[src/rtl/jt51_wrq_pkg.sv]
// Shared types for the jt51 CPU write queue: FSM state encodings and FIFO entry layout.
package jt51_wrq_pkg;

  localparam int unsigned ENTRY_W = 16;

  typedef enum logic [2:0] {
    S_IDLE  = 3'd0,
    S_ADDR  = 3'd1,
    S_GAP1  = 3'd2,
    S_DATA  = 3'd3,
    S_HOLD  = 3'd4,
    S_WAITB = 3'd5
  } state_t;

  typedef struct packed {
    logic [7:0] addr;
    logic [7:0] data;
  } wrq_entry_t;

endpackage

[src/rtl/jt51_wrq_fifo.sv]
// Generic synchronous FIFO; push while full is accepted only alongside a pop, read data registered on pop.
module jt51_wrq_fifo #(
  parameter int unsigned DEPTH = 8,
  parameter int unsigned AW    = 3
) (
  input  logic          clk,
  input  logic          rst,
  input  logic          push,
  input  logic          pop,
  input  logic [15:0]   wdata,
  output logic [15:0]   rdata,
  output logic [AW:0]   level,
  output logic          full
);

  logic [15:0]   mem [DEPTH];
  logic [AW-1:0] wr_ptr;
  logic [AW-1:0] rd_ptr;
  logic          acc;
  logic [AW:0]   level_d;

  assign acc = push & (~full | pop);

  // Next occupancy: simultaneous accepted push and pop leaves it unchanged.
  always_comb begin
    level_d = level;
    if (acc && !pop)      level_d = level + (AW+1)'(1);
    else if (pop && !acc) level_d = level - (AW+1)'(1);
  end

  // Pointers, occupancy, full flag and registered head read.
  always_ff @(posedge clk) begin
    if (rst) begin
      wr_ptr <= '0;
      rd_ptr <= '0;
      level  <= '0;
      full   <= 1'b0;
      rdata  <= '0;
    end else begin
      if (acc) wr_ptr <= wr_ptr + AW'(1);
      if (pop) begin
        rd_ptr <= rd_ptr + AW'(1);
        rdata  <= mem[rd_ptr];
      end
      level <= level_d;
      full  <= (level_d == (AW+1)'(DEPTH));
    end
  end

  // Storage array, no reset needed.
  always_ff @(posedge clk) begin
    if (acc) mem[wr_ptr] <= wdata;
  end

endmodule

[src/rtl/jt51_wrq.sv]
// CPU register write queue: buffers {address, data} pairs and replays them to the MMR stage paced by busy.
module jt51_wrq
  import jt51_wrq_pkg::*;
#(
  parameter int unsigned DEPTH = 8,
  parameter int unsigned AW    = 3
) (
  input  logic          clk,
  input  logic          rst,
  input  logic          cpu_wr,
  input  logic          cpu_a0,
  input  logic [7:0]    cpu_din,
  input  logic          mmr_busy,
  output logic          write,
  output logic          a0,
  output logic [7:0]    dout,
  output logic          full,
  output logic          empty,
  output logic [AW:0]   level,
  output logic          ovf,
  input  logic          clr_ovf
);

  state_t      state;
  state_t      state_d;
  logic [7:0]  shadow;
  logic        push;
  logic        pop;
  logic        acc;
  logic [15:0] rdata;
  wrq_entry_t  head;
  wrq_entry_t  wentry;
  logic [AW:0] level_d;
  logic        write_d;
  logic        a0_d;
  logic [7:0]  dout_d;

  assign push        = cpu_wr & cpu_a0;
  assign acc         = push & (~full | pop);
  assign wentry.addr = shadow;
  assign wentry.data = cpu_din;
  assign head        = wrq_entry_t'(rdata);

  jt51_wrq_fifo #(.DEPTH(DEPTH), .AW(AW)) u_fifo (
    .clk   (clk),
    .rst   (rst),
    .push  (push),
    .pop   (pop),
    .wdata (16'(wentry)),
    .rdata (rdata),
    .level (level),
    .full  (full)
  );

  // Occupancy after this clk, used to register the empty flag.
  always_comb begin
    level_d = level;
    if (acc && !pop)      level_d = level + (AW+1)'(1);
    else if (pop && !acc) level_d = level - (AW+1)'(1);
  end

  // Replay sequencer: pop, address write, gap, data write, hold, wait for busy to clear.
  always_comb begin
    state_d = state;
    pop     = 1'b0;
    write_d = 1'b0;
    a0_d    = a0;
    dout_d  = dout;
    case (state)
      S_IDLE: begin
        if ((level != '0) && !mmr_busy) begin
          pop     = 1'b1;
          state_d = S_ADDR;
        end
      end
      S_ADDR: begin
        write_d = 1'b1;
        a0_d    = 1'b0;
        dout_d  = head.addr;
        state_d = S_GAP1;
      end
      S_GAP1:  state_d = S_DATA;
      S_DATA: begin
        write_d = 1'b1;
        a0_d    = 1'b1;
        dout_d  = head.data;
        state_d = S_HOLD;
      end
      S_HOLD:  state_d = S_WAITB;
      S_WAITB: if (!mmr_busy) state_d = S_IDLE;
      default: state_d = S_IDLE;
    endcase
  end

  // State, registered MMR outputs, shadow address, sticky overflow and empty flag.
  always_ff @(posedge clk) begin
    if (rst) begin
      state  <= S_IDLE;
      write  <= 1'b0;
      a0     <= 1'b0;
      dout   <= 8'h00;
      shadow <= 8'h00;
      ovf    <= 1'b0;
      empty  <= 1'b1;
    end else begin
      state <= state_d;
      write <= write_d;
      a0    <= a0_d;
      dout  <= dout_d;
      if (cpu_wr && !cpu_a0) shadow <= cpu_din;
      if (push && !acc)      ovf <= 1'b1;
      else if (clr_ovf)      ovf <= 1'b0;
      empty <= (level_d == '0) && (state_d == S_IDLE);
    end
  end

endmodule
[config.mk]
export PLATFORM = sky130hd
export DESIGN_NAME = jt51_wrq
export DESIGN_NICKNAME = d
export VERILOG_FILES = /design/src/rtl/jt51_wrq_pkg.sv /design/src/rtl/jt51_wrq_fifo.sv /design/src/rtl/jt51_wrq.sv
export SDC_FILE = /design/constraint.sdc
export NUM_CORES = 1
export LEC_CHECK = 0
export BUFFER_PORTS_ARGS = -buffer_cell sky130_fd_sc_hd__buf_2
export CORE_MARGIN = 1
export CORE_UTILIZATION = 60
export CTS_BUF_LIST = sky130_fd_sc_hd__clkbuf_16
export DETAILED_ROUTE_END_ITERATION = 8
export PLACE_DENSITY = 0.78
export SYNTH_ARGS = -nofsm -noshare
export SYNTH_HDL_FRONTEND = slang
export SYNTH_SLANG_ARGS = --single-unit
[constraint.sdc]
create_clock -name clk -period 4 [get_ports clk]
set_clock_uncertainty 0.05 [all_clocks]
set_input_delay 0.2 -clock clk [delete_from_list [all_inputs] [get_ports clk]]
set_output_delay 0.2 -clock clk [all_outputs]
set_load 0.02 [all_outputs]
# Yosys cells after proc, flatten, opt, wreduce, memory -nomap -nowiden
# Memories as Yosys holds them, arrays and structs flattened. A register that Yosys moved wholly into a read port is not among the register bits.
# Cells that the tools add are included.
# word_totals
regBits	34
ramBits	128
in_bits	14
output_inout_bits	17
wordCells	57
memories	1
# mem_list
name	depth	word_bits	read_ports	rd_clocked_by_memory_dff	write_ports	line_no	rtl
u_fifo.mem	8	16	1	1	1	jt51_wrq_fifo.sv:16	logic [15:0] mem [DEPTH];
# classes
addsub	4
n_eq_ne	6
n_mux	14
n_bitwise	4
reduce_logical	17
# op_table
op	count
3-bit case mux with 6 select lines	1
8-bit case mux with 2 select lines	1
4-bit two-way mux	2
1-bit two-way mux	7
3-bit by 1-bit adder with 3-bit output, second input constant	2
3-bit by 2-bit equality test with 1-bit output, second input constant	2
3-bit equality test, second input constant	2
1-bit logical AND	6
3-bit logical NOT	2
3-bit two-way mux	2
4-bit by 1-bit adder with 4-bit output, second input constant	1
4-bit equality test, second input constant	1
1-bit logical NOT	4
4-bit logical NOT	1
2-bit nonzero test	2
4-bit nonzero test	1
4-bit by 1-bit subtractor with 4-bit output, second input constant	1
3-bit by 1-bit equality test with 1-bit output, second input constant	1
1-bit AND	2
1-bit case mux with 2 select lines	1
2-bit OR reduction	1
1-bit NOT	1
1-bit OR	1

# Depth between registers and ports, before layout
# Gate-level depths: netlist (run 1).
# depth
word_depth	12
mapped_depth	8

# Hierarchy
# Synthesis (run 1) repeated with hierarchy kept, for this count alone.
# unflattened
hier_cells	480
hier_area_um2	7201.9
# by_module_without_submodules
mod	n_inst	cells_per_inst	area_per_inst_um2	seq_area_each_um2
jt51_wrq_fifo	1	368	6149.6	4384.2
jt51_wrq	1	112	1052.3	460.4

# Worst setup path after synthesis (run 1)
# Ideal clock, no wire load.
# synth_timing
kind	flip-flop to flip-flop
from	register u_fifo.level[0]
to	memory u_fifo.mem[0][0], enable pin
setup_ps	430
arrival_time_ps	3074
t_required_ps	3520
slack_ps	446
stages_incl_launch_ff	7
path_buffers	0
synth_period_minus_slack_ps	3554
cell_sequence	dfxtp_1 -> inv_1 -> ha_1 -> nor3b_1 -> o21ai_0 -> nand2_1 -> nor4_1
# synth_between
elab_chain_cells	8
# synth_lines
element	line_no	rtl
start, declared	jt51_wrq_fifo.sv:12	output logic [AW:0] level,
start signal, assigned	jt51_wrq_fifo.sv:45	level <= level_d;
4-bit nonzero test	jt51_wrq.sv:71	if ((level != '0) && !mmr_busy) begin
1-bit logical AND	jt51_wrq.sv:71	
1-bit two-way mux	jt51_wrq.sv:71	
1-bit two-way mux	jt51_wrq.sv:69	case (state)
1-bit OR	jt51_wrq_fifo.sv:22	assign acc = push & (~full | pop);
1-bit AND	jt51_wrq_fifo.sv:22	
1-bit two-way mux	jt51_wrq_fifo.sv:52	if (acc) mem[wr_ptr] <= wdata;
1-bit two-way mux (implied by the code)	jt51_wrq_fifo.sv:52	
end, declared	jt51_wrq_fifo.sv:16	
# Every way passes these cells.

# Worst setup path in the final report (run 1)
# layout_timing
from	register state[1]
to	memory u_fifo.mem[6][12], enable pin
# layout_between
elab_chain_cells	6
# layout_lines
element	line_no	rtl
start, declared	jt51_wrq.sv:24	state_t state;
start signal, assigned	jt51_wrq.sv:106	state <= state_d;
3-bit logical NOT	jt51_wrq.sv:69	
1-bit two-way mux	jt51_wrq.sv:69	
1-bit OR	jt51_wrq_fifo.sv:22	
1-bit AND	jt51_wrq_fifo.sv:22	
1-bit two-way mux	jt51_wrq_fifo.sv:52	
1-bit two-way mux (implied by the code)	jt51_wrq_fifo.sv:52	
# Every way passes these cells.

==> results.tsv, run 1 <==
stage	metric	value	unit
run_status	outcome	complete, no violations	
hold_path	hold_class	in2reg	
yosys	synth_nets	438	
sta	max_freq	375	MHz
pwr	clkPwrFrac	30.2	%
critical_path	critPathMaxStageDelay	580	ps
floorplan	core	0.0114	mm²
cts	clk_pin_slew	70	ps
cts	clk_path_buf_depth	2	
sta	hold_viol_final	0	
pwr	internal-power	3.42	mW
global_routing	grt_start_max_net_pins	51	
route	drcViolationCount	0	
final_layout	drive_above_1_share	27.2	%
floorplan	initial_utilization	61.5	%
critical_path	cp_common_cell	nand2_1	
sta	finalSetupTns	0	ps
pwr	ir_drop	0.438	mV
critical_path	critical_path_required	4060	ps
pwr	cellLeakagePower	2.57	nW
global_routing	grt_use_met1	31.7	%
route	viasPerCell	6.06	
global_routing	track_usage	24.4	%
floorplan	die_h	110	µm
run	maxCapViolCount	0	
place	io_buffers	30	
yosys	synth_seq_cells	178	
yosys	ys_types	43	
global_routing	grt.met3_usage	7.41	%
sta	min_period	2670	ps
yosys	syn_inst	420	
cts	cts-hold-fix-buffers	0	
critical_path	cp_cell_sequence	nor4_2, nand2_1, a21oi_1, nand2_1, nor2_1, buf_4	
final_layout	n_antenna_cell	0	
global_routing	top_usage_layer	met2	
pwr	p_comb_share	21.4	%
final_layout	syn_to_final_growth	12.2	%
route	detail_route.wl_per_cell	21.4	µm
place	dpl.cell_count	581	
place	gp_congestion	0.847	
route	vias	3712	
route	first_iter_violations	254	
critical_path	worst-endpoint-arrival	2730	ps
global_routing	gr-total-overflow	0	
yosys	synth.most_common_cell	edfxtp_1	
pwr	power_density	620	mW/mm²
floorplan	rows	39	
yosys	ys_top_cells_by_area	edfxtp_1 (55%), dfxtp_1 (14%), mux4_2 (10%)	
sta	rsz0062_at_grt	false	
sta	fin_crit_sh	66.7	%
critical_path	slowest_stage	nor4_2	
final_layout	design.final.nets	475	
floorplan	dieArea	0.0121	mm²
yosys	synthesis.area	0.00699	mm²
critical_path	cp_top_family	simple AND/OR/NAND/NOR gates	
yosys	synth_common_cells	edfxtp_1 (128), dfxtp_1 (50), nor2_1 (43), mux2i_1 (33), mux4_2 (32)	
cts	cts_root_buf	clkbuf_16	
cts	cts_buffers	17	
floorplan	io_pins	31	
sta	setup_viol	0	
route	first_pass_iters	4	
cts	cts_resized	0	
critical_path	crit_type	reg2reg	
yosys	synth-edff-count	128	
global_routing	met2_usage	39.1	%
pwr	netSwitchingPower	1.44	mW
yosys	synth_async_sr_flop_share	0	%
sta	worst_pin_slew	1080	ps
route	ant_nets	0	
route	wl	13100	µm
global_routing	grt_antenna_before_repair	0	
floorplan	die_w	110	µm
final_layout	fin_util	68.9	%
cts	tritoncts	yes	
cts	postCtsSetupRepairBufs	0	
cts	cts_sinks	178	
critical_path	crit_path_start_kind	register	
place	dpl.hpwl	8350	µm
final_layout	fin_cells	613	
cts	htree_levels	4	
pwr	swShare	29.6	%
sta	finalMaxSlewViolations	0	
sta	holdWs	29.0	ps
place	post_dp_cell_area	0.00731	mm²
critical_path	crit_path_end_kind	register	
critical_path	crit_path_max_fanout	16	
cts	clk-insertion-delay-late	430	ps
final_layout	final_area	0.00784	mm²
yosys	yosysWarnings	0	
yosys	yosysTopAreaCellShare	55.0	%
yosys	ys.flop_type	edfxtp_1	
global_routing	grt_pass1_vias	3573	
pwr	seqPwrFrac	48.4	%
yosys	synth_seq_area_share	69.3	%
critical_path	path_buf_inv	1	
global_routing	grt_pass1_wl	20100	µm
yosys	postSynthAreaPerCell	16.6	µm²
yosys	yosysTopAreaCell	edfxtp_1	
sta	slew_headroom	28.2	%
## path summary, 6_finish.rpt
path	slack (ps)	cells after the start	endpoint	from
worst max-delay path	1330	6	u_fifo.mem[6][12]$_DFFE_PP_	state[1]$_SDFF_PP0_
worst min-delay path	30	1	u_fifo.mem[7][2]$_DFFE_PP_	cpu_din[2]
worst max register to register	1330	6	u_fifo.mem[6][12]$_DFFE_PP_	state[1]$_SDFF_PP0_
worst min register to register	420	2	a0$_SDFFE_PP0P_	a0$_SDFFE_PP0P_
## state kept, by name, summed over array words and instances (netlist names)
register and cells:
u_fifo.level 4, u_fifo.wr_ptr 3, dout 8, empty 1, u_fifo.rd_ptr 3, ovf 1, u_fifo.mem 128, u_fifo.rdata 16
u_fifo.full 1, shadow 8, state 3, write 1, a0 1
## power by group through the flow
stage / logic (mW) / clock network, mW / registers (mW)
after floorplan: 0.815 / 0 / 2.37
after global placement: 1.02 / 0 / 2.38
after detailed placement: 1.04 / 0 / 2.39
after CTS: 1.05 / 1.49 / 2.35
after global routing: 1.14 / 1.57 / 2.38
final: 1.04 / 1.47 / 2.35
## cell type report
cell class                 count  area [µm²]
inverter                       4        15.0
fill                         747        3530
clock inverter                15        96.3
sequential                   178        4850
multi-input combinational    214        2030
clock buffer                  17         425
timing repair buffer          42         240
tap                          143         179
## through the flow
stage	power [mW]	setup slack (ps)
floorplan	3.19	446
global placement	3.39	1480
detailed placement	3.43	1360
CTS	4.89	1330
global route	5.09	1170
finish	4.86	1330
## cell usage in the layout, fill, tap and decap left out, drive strengths merged, types with 6 or more instances in the layout
cell and count:
a211oi 30, a21oi 11, buf 42, clkbuf 17, clkinv 6, dfxtp 50
edfxtp 128, inv 11, mux2i 33, mux4 32, nand2 14, nor2 44
nor3 7
## worst reg2reg max path: stages, from the launching register on
cell	delay, ps
dfxtp_1	520
nor4_2	580
nand2_1	210
a21oi_1	340
nand2_1	200
nor2_1	160
buf_4	290
## per-layer routing
metal	vias up	share of wire, %
li1	1713	-
met5	-	0
met1	1865	42
met4	0	1.9
met3	17	6.1
met2	117	50
## cells by family after synthesis
| group | after synthesis | synth area share [%] |
|---|---|---|
| AOI/OAI and AO/OA | 51 | 6.07 |
| xor gates and xnor gates | 7 | 0.878 |
| adders and majority gates | 4 | 0.716 |
| buffers and inverters | 28 | 1.93 |
| DFF | 178 | 69.3 |
| muxes | 65 | 15.0 |
| and+or+nand+nor | 87 | 6.02 |
(Power assumes the default switching activity.)
==> inputs of run 2 (changes only) <==
Settings changed: CORE_UTILIZATION 60 to 55, PLACE_DENSITY 0.78 to 0.75.
Clock period 4 ns to 2.33 ns, I/O delays scaled along.
==> run 2 against run 1 <==
Cell count up 7.5%. Combinational power up 95%. Flip-flop and latch count unchanged. Sequential share of layout area down 3.3 points. Hold slack better by 110 ps. First-iteration DRC count up 35%. Global-route usage down 1.9 points. Die area up 8.9%. Sequential power up 68%. Clock-buffer cell count unchanged. Power up 82%. Critical endpoint is now u_fifo.mem[4][1]$_DFFE_PP_. Highest routed layer unchanged.
==> results.tsv, run 2 (synthesized netlist as in run 1, its figures left out) <==
stage	metric	value	unit
final_layout	largest_reg_flops	128	
pwr	cellLeakagePower	2.73	nW
cts	clk-insertion-delay-late	430	ps
cts	cts_buffers	17	
run_status	outcome	complete, no violations	
floorplan	io_pins	31	
sta	slew_headroom	58.0	%
floorplan	core	0.0122	mm²
sta	setup_slack	126	ps
floorplan	rows	40	
global_routing	grt_antenna_before_repair	0	
final_layout	fill_cells	826	
floorplan	dieArea	0.0132	mm²
critical_path	crit_path_start_kind	register	
critical_path	crit_path_end_kind	register	
critical_path	worst-endpoint-arrival	2280	ps
critical_path	crit_type	reg2reg	
sta	rsz0062_at_grt	false	
global_routing	gr-total-overflow	0	
final_layout	register_area	0.00485	mm²
cts	clk_path_buf_depth	2	
final_layout	n_antenna_cell	0	
final_layout	syn_to_final_growth	18.7	%
final_layout	reg_top3	u_fifo.mem x128, u_fifo.rdata x16	
route	first_pass_iters	5	
cts	cts_root_buf	clkbuf_16	
cts	htree_levels	4	
route	vias	3812	
run	maxCapViolCount	0	
sta	setup_viol	0	
pwr	ir_drop	0.858	mV
place	gp_congestion	0.815	
global_routing	grt_pass1_wl	20700	µm
floorplan	initial_utilization	57.2	%
sta	max_freq	454	MHz
final_layout	fin_util	67.9	%
route	detail_route.wl_per_cell	20.4	µm
sta	min_period	2200	ps
sta	hold_viol_final	0	
global_routing	track_usage	22.5	%
route	first_iter_violations	344	
cts	cts_sinks	178	
floorplan	die_w	115	µm
cts	cts_resized	0	
critical_path	crit_path_max_fanout	16	
global_routing	grt_start_max_net_pins	51	
hold_path	hold_class	in2reg	
global_routing	grt_pass1_vias	3728	
route	ant_nets	0	
sta	finalMaxSlewViolations	0	
sta	finalSetupTns	0	ps
final_layout	top_register	u_fifo.mem	
sta	fin_crit_sh	94.6	%
critical_path	critical_path_required	2410	ps
cts	clk_pin_slew	60	ps
cts	tritoncts	yes	
final_layout	multi_input_area	0.00212	mm²
floorplan	die_h	115	µm
sta	worst_pin_slew	630	ps
route	viasPerCell	5.78	
final_layout	final_area	0.00829	mm²
route	wl	13400	µm
place	io_buffers	30	
final_layout	drive_above_1_share	30.1	%
final_layout	layout_commonest_cell	edfxtp_1	
route	drcViolationCount	0	
place	post_dp_cell_area	0.00754	mm²
place	dpl.hpwl	8130	µm
final_layout	final_cell_mix	edfxtp_1 (128), dfxtp_1 (47), nor2_1 (40)	
pwr	power_density	1070	mW/mm²
place	pre_cts_ws	59.0	ps
final_layout	design.final.nets	496	
[run 2: cell types whose count changed in the layout (fill, tap and decap cells not counted), sizes merged]
| cell | change |
|---|---|
| buf | +12 |
| bufinv | +4 |
| clkinv | +1 |
| clkinvlp | -2 |
| dlygate4sd3 | +9 |
| inv | -3 |
[run 2: critical path, stage by stage, from the launching register on]
cell and delay, ps:
dfxtp_4 390, inv_1 80, ha_2 200, or3b_2 200, nand2_1 70, a21oi_2 250, nand2_2 190, nor3_4 260
buf_12 190
[run 2: power by group]
part           switching (mW)  internal, mW  leakage, nW
combinational            1.12         0.906        0.842
sequential              0.218          3.72         1.58
clock                    1.12          1.77        0.305
[run 2: cell type report]
type / count / area share (%)
multi-input cells: 214 / 25.5
repair buffers: 63 / 5.98
flip-flops and latches: 178 / 58.5
inverters: 4 / 0.181
clock inverters: 15 / 2.10
well taps: 168 / 2.54
clock buffers: 17 / 5.13
[run 2: worst paths after layout]
kind                                    from                          to  slack, ps  cells after the start
setup / recovery  u_fifo.level[1]$_SDFF_PP0_  u_fifo.mem[4][1]$_DFFE_PP_        130                      8
hold / removal                      mmr_busy         state[2]$_SDFF_PP0_        140                      5
setup reg to reg  u_fifo.level[1]$_SDFF_PP0_  u_fifo.mem[4][1]$_DFFE_PP_        130                      8
hold reg to reg              a0$_SDFFE_PP0P_             a0$_SDFFE_PP0P_        420                      2
[run 2: repair_timing]
action	CTS	global route
hold buffers	9	0
hold endpoints to repair	68	0
endpoints found under the setup margin	0	48
setup buffers	0	3
[run 2: metrics by stage]
stage | power [mW] | instances | hold WS [ps]
final | 8.85 | 659 | 137
after global routing | 9.25 | 659 | 165
after CTS | 8.92 | 656 | 110
after detailed placement | 6.01 | 615 | 364
after global placement | 5.95 | 615 | 348
after floorplan | 5.53 | 420 | 165
[run 2: per-layer routing]
metal | vias to the layer above | GRT usage [%] | share of wire [%]
met5 | - | 0 | 0
met4 | 0 | 9.61 | 1.9
met3 | 23 | 6.99 | 6.4
met2 | 112 | 35.1 | 50
met1 | 1917 | 29.6 | 42
li1 | 1760 | - | -
